[src/rtl/wb_pkg.sv]
// Shared constants and state type for the writeback stage.
package wb_pkg;

  localparam int OPC_BITS = 4;

  localparam logic [OPC_BITS-1:0] STORE = 4'b1100;
  localparam logic [OPC_BITS-1:0] LOADA = 4'b1111;
  localparam logic [OPC_BITS-1:0] LOADB = 4'b1101;

  typedef enum logic [1:0] {
    IDLE     = 2'd0,
    WAIT_MEM = 2'd1,
    COMMIT   = 2'd2
  } wb_state_t;

endpackage

[src/rtl/wb_decode.sv]
// Opcode classifier: flags stores (no write) and loads (write memory data).
// Anything else is an ALU op that writes the ALU result.
module wb_decode
  import wb_pkg::*;
#(
  parameter int OPC_W = 4
) (
  input  logic [OPC_W-1:0] i_opc,
  output logic             o_is_store,
  output logic             o_is_load
);

  // Pure compare against the shared opcode constants.
  always_comb begin
    o_is_store = (i_opc == OPC_W'(STORE));
    o_is_load  = (i_opc == OPC_W'(LOADA)) || (i_opc == OPC_W'(LOADB));
  end

endmodule

[src/rtl/writeback_stage.sv]
// Writeback stage: accepts one op per cycle, waits for load data when
// needed, and drives a one-cycle registered register-file write.
// Optional forwarding port enabled by macro WRITEBACK_STAGE_FWD_EN;
// without it the fwd_* outputs are tied to 0.
//
// state    | meaning
// IDLE     | nothing pending, ready for a new op
// WAIT_MEM | load accepted, waiting for mem_rvalid (not ready)
// COMMIT   | wb_en high this cycle, ready for a new op
module writeback_stage
  import wb_pkg::*;
#(
  parameter int DATA_W = 20,
  parameter int ADDR_W = 4,
  parameter int OPC_W  = 4
) (
  input  logic              clock,
  input  logic              resetn,
  input  logic              in_valid,
  output logic              in_ready,
  input  logic [DATA_W-1:0] in_instr,
  input  logic [DATA_W-1:0] in_alu,
  input  logic [ADDR_W-1:0] in_addr,
  input  logic              mem_rvalid,
  input  logic [DATA_W-1:0] mem_rdata,
  output logic              wb_en,
  output logic [ADDR_W-1:0] wb_addr,
  output logic [DATA_W-1:0] wb_data,
  output logic              busy,
  output logic              err,
  output logic [15:0]       retired,
  output logic              fwd_pend,
  output logic [ADDR_W-1:0] fwd_addr,
  output logic              fwd_valid,
  output logic [DATA_W-1:0] fwd_data
);

  wb_state_t         r_state;
  logic              r_wb_en;
  logic [ADDR_W-1:0] r_addr;
  logic [DATA_W-1:0] r_data;
  logic              r_err;
  logic [15:0]       r_retired;

  logic w_is_store;
  logic w_is_load;
  logic w_accept;
  logic w_unused;

  // Only the opcode field of the instruction matters here.
  assign w_unused = ^in_instr[DATA_W-OPC_W-1:0];

  wb_decode #(.OPC_W(OPC_W)) u_decode (
    .i_opc      (in_instr[DATA_W-1 -: OPC_W]),
    .o_is_store (w_is_store),
    .o_is_load  (w_is_load)
  );

  assign in_ready = (r_state != WAIT_MEM);
  assign busy     = (r_state != IDLE);
  assign w_accept = in_valid && in_ready;

  assign wb_en   = r_wb_en;
  assign wb_addr = r_addr;
  assign wb_data = r_data;
  assign err     = r_err;
  assign retired = r_retired;

  // Sequencer: state, registered write port, sticky error and retire count.
  // retired counts a write on entry to COMMIT so it is already updated
  // while wb_en is high.
  always_ff @(posedge clock or negedge resetn) begin
    if (!resetn) begin
      r_state   <= IDLE;
      r_wb_en   <= 1'b0;
      r_addr    <= '0;
      r_data    <= '0;
      r_err     <= 1'b0;
      r_retired <= '0;
    end else begin
      r_wb_en <= 1'b0;
      if (mem_rvalid && (r_state != WAIT_MEM)) r_err <= 1'b1;
      case (r_state)
        IDLE, COMMIT: begin
          if (w_accept) begin
            r_addr <= in_addr;
            if (w_is_store) begin
              r_state   <= IDLE;
              r_retired <= r_retired + 16'd1;
            end else if (w_is_load) begin
              r_state <= WAIT_MEM;
            end else begin
              r_state   <= COMMIT;
              r_data    <= in_alu;
              r_wb_en   <= 1'b1;
              r_retired <= r_retired + 16'd1;
            end
          end else begin
            r_state <= IDLE;
          end
        end
        WAIT_MEM: begin
          if (mem_rvalid) begin
            r_state   <= COMMIT;
            r_data    <= mem_rdata;
            r_wb_en   <= 1'b1;
            r_retired <= r_retired + 16'd1;
          end
        end
        default: r_state <= IDLE;
      endcase
    end
  end

`ifdef WRITEBACK_STAGE_FWD_EN
  // Forwarding: pending destination while waiting, write data while committing.
  always_comb begin
    fwd_pend  = (r_state == WAIT_MEM);
    fwd_addr  = fwd_pend ? r_addr : '0;
    fwd_valid = r_wb_en;
    fwd_data  = r_wb_en ? r_data : '0;
  end
`else
  // Forwarding disabled: ports kept, driven low.
  always_comb begin
    fwd_pend  = 1'b0;
    fwd_addr  = '0;
    fwd_valid = 1'b0;
    fwd_data  = '0;
  end
`endif

endmodule

[config.mk]
export PLATFORM = sky130hd
export DESIGN_NAME = writeback_stage
export DESIGN_NICKNAME = d
export VERILOG_FILES = /design/src/rtl/wb_pkg.sv /design/src/rtl/wb_decode.sv /design/src/rtl/writeback_stage.sv
export SDC_FILE = /design/constraint.sdc
export NUM_CORES = 1
export LEC_CHECK = 0
export ABC_AREA = 1
export BUFFER_PORTS_ARGS = -buffer_cell sky130_fd_sc_hd__buf_2
export CORE_UTILIZATION = 40
export CTS_BUF_LIST = sky130_fd_sc_hd__clkbuf_16
export CTS_CLUSTER_SIZE = 25
export DETAILED_ROUTE_END_ITERATION = 10
export PLACE_DENSITY = 0.8
export SYNTH_ARGS = -nofsm -noshare
export SYNTH_HDL_FRONTEND = slang
export SYNTH_SLANG_ARGS = --single-unit
export TNS_END_PERCENT = 10
[constraint.sdc]
create_clock -name clock -period 1.4 [get_ports clock]
set_clock_uncertainty 0.1 [all_clocks]
set_input_delay 0.14 -clock clock [delete_from_list [all_inputs] [get_ports clock]]
set_output_delay 0.14 -clock clock [all_outputs]
set_load 0.005 [all_outputs]
==> flow_summary.yaml <==
sta:
  timing_max_transition_violations_final: 0
  finalCriticalPeriod_ns: 1.40
  post-route-worst-setup-slack_ns: -0.00460
  setup_repair_after_global_routing_missed_its_margin: "true"
  hold_ws_ns: 0.0369
  final_hold_viol_count: 0
  setup_viol: 1
  fmax_mhz: 712
  period_share: 1.00
global_routing:
  grt_max_degree: 45
  grt_first_pass_wirelength_mm: 10.1
  antenna_found_initial: 0
  use_met1: 0.210
  gr-usage-met2: 0.368
  all_layer_global_routing_usage: 0.199
  gr-max-usage-layer: "met2"
  globalRouteOverflowTotal: 0
  use_met3: 0.0433
  number_of_global_route_vias_before_repair: 2398
floorplan:
  fp-row-count: 28
  die_x_um: 81.4
  fp.coreArea_um2: 5990
  initial_utilization: 0.421
  dieArea_um2: 6630
  die_height_um: 81.4
  io_pins: 138
layout:
  multi_input_combinational_cell_area_um2: 1350
  post_route_cells_drive_above_1_share: 0.341
  num_antenna_cells: 0
  fin_nets: 537
  area.growth.synth_to_final_pct: 39.0
  fillCellCount: 535
  sequential_cell_area_um2: 1100
  stdcell_count: 544
hold_path:
  worstHoldPathType: "in -> reg"
  min_delay_path_depth: 5
power:
  power.ir.vdd_worst_v: 0.000890
  leakage_power_nw: 2.02
  power_per_cell_area_nw_per_um2: 1140
yosys:
  syn_area_per_cell_um2: 7.23
  share_of_the_synthesized_area_in_the_top_cell_type: 0.437
  mappedNetlistArea_um2: 2520
  synth_seq_cells: 44
  synth.yosys.seq_area_share: 0.437
  synth_area_leader: "dfrtp_1"
  yosys.cell_types.count: 24
  syn_inst: 349
  netlist_top_cells_area: "dfrtp_1 44%, nand2_1 26%, buf_4 7.7%"
  synth.yosys.warnings: 0
clock_tree:
  clock_latency_of_the_later_clocked_register_in_the_worst_skew_pair_ns: 0.28
  tritoncts: "yes"
  cts.htree.levels: 2
  numCtsBuffers: 5
  cts.clk_slew.worst_paths_ns: 0.06
  cts-root-to-sink-buffers: 2
  clkSinkCount: 44
  clock-root-buffer: "clkbuf_16"
worst_setup_path:
  worst-path-max-fanout: 4
  r2r_setup_slk_ns: -0.005
  end_kind: "flop"
  critPathRequiredTime_ns: 1.47
  setup.worst_path.class: "reg -> reg"
  worst_ep_arrival_time_ns: 1.48
  critical_path.startpoint_type: "flop"
  worstRegToRegCells: 8
drt:
  detail-route-antenna-nets: 0
  post_drt_via_cell_ratio: 4.58
  total_length_of_routed_wires_mm: 6.29
  firstDrtPassIters: 4
  detail_route.wl_per_cell_um: 11.6
  drc: 0
  vias: 2494
  first_iter_violations: 92
place:
  pre_cts_slack_ns: -0.0699
  gp_congestion: 0.779
  dp_cells: 524
  portBuffers: 95
  detailed_place_hpwl_mm: 4.17
status:
  violations_in_the_final_reports: "negative setup slack"
  outcome: "complete, but fails checks"
job:
  maxCapViolCount: 0
==> metrics by stage <==
step           instance area, um2   util  setup TNS, ns  power, mW
2_1_floorplan                2620      -        -0.0194       2.19
4_1_cts                      3370  0.562        -0.0259       3.90
6_report                     3510  0.585       -0.00460       4.01
3_3_place_gp                 3120  0.520        -0.0282       2.68
5_1_grt                      3510  0.585         -0.610       4.27
3_5_place_dp                 3120  0.520         -0.318       2.72
==> cells by family after synthesis <==
kind of cell	after synthesis	synth area share
buf+inv	57	0.132
compound gates	8	0.0198
fa+ha+maj	1	0.00496
flops	44	0.437
xor+xnor	4	0.0139
other cells	1	0.00149
simple gates	234	0.391
==> cell usage after synthesis <==
library cell and n:
o21ai_0 1, nand3_1 30, xnor2_1 3, buf_2 6
nand2_1 177, nor2_8 2, inv_2 3, ha_1 1
o21ai_1 5, nand2_4 1, o211ai_2 1, dfrtp_1 44
nand3b_1 4, conb_1 1, nand4_1 1, nor2_1 14
nor2_2 3, nand2_2 2, o21bai_1 1, buf_6 2
xor2_1 1, buf_4 26, clkbuf_1 4, inv_1 16
==> layout by cell type, fill, tap and decap left out, types with 2 or more instances in the layout <==
cell type / n
nand3_1: 27
nand2_2: 5
inv_1: 16
dfrtp_1: 42
buf_12: 3
nor2_2: 4
nor2_8: 2
nand2_1: 169
o21ai_1: 5
conb_1: 26
nand3b_1: 4
dfrtp_2: 2
buf_4: 16
xnor2_1: 3
clkbuf_16: 5
nand3_2: 2
nor2_1: 7
dlygate4sd3_1: 5
nor2_4: 9
buf_6: 3
buf_2: 95
nand2_4: 6
clkinv_2: 2
==> final cells by class <==
cell class,instances,share of cell area
tap,75,0.0268
clock buffer,5,0.0357
clock inverter,3,0.00393
sequential,44,0.315
timing repair buffer,122,0.211
multi-input combinational,276,0.385
inverter,19,0.0225
==> state kept, by name (all words and copies together), names as in the netlist <==
| register | flops |
|---|---|
| err | 1 |
| retired | 16 |
| wb_data | 20 |
| wb_en | 1 |
| wb_addr | 4 |
| r_state | 2 |
==> worst max-delay path, stage by stage (launching register included) <==
cell     delay [ns]
dfrtp_1        0.40
buf_4          0.14
nand3_2        0.10
nor2_4         0.17
nand2_4        0.10
nor2_4         0.12
nand2_1        0.06
nand2_1        0.05
nand2_1        0.05
==> report_power, final <==
part	internal, mW	switching, mW	total [mW]
Clock	0.649	0.483	1.13
Sequential	1.48	0.179	1.65
Combinational	0.618	0.601	1.22
Total	2.74	1.26	4.01
==> layer usage <==
metal	vias up	wire [um]
met5	-	0
met2	90	3350
li1	1260	-
met1	1126	2490
met3	18	304
met4	0	153
==> what timing repair did <==
item                                   CTS  global route
gates resized for setup                 12            28
setup endpoints to repair                9            35
gates cloned                             3             0
pin swaps                                6            14
buffers inserted                         3             2
endpoints found under the hold margin   48             0
hold buffers                             5             0
==> path summary, 6_finish.rpt <==
check                                             from                 endpoint
worst max-delay path            retired[0]$_DFFE_PN0P_  retired[11]$_DFFE_PN0P_
worst min-delay path                         in_alu[4]   wb_data[4]$_DFFE_PN0P_
worst max register to register  retired[0]$_DFFE_PN0P_  retired[11]$_DFFE_PN0P_
worst min register to register  wb_addr[1]$_DFFE_PN0P_   wb_addr[1]$_DFFE_PN0P_
max in group asynchronous                       resetn   r_state[1]$_DFFE_PN0N_
min in group asynchronous                       resetn  retired[13]$_DFFE_PN0P_
No activity file was read; power rests on OpenSTA's default activity.
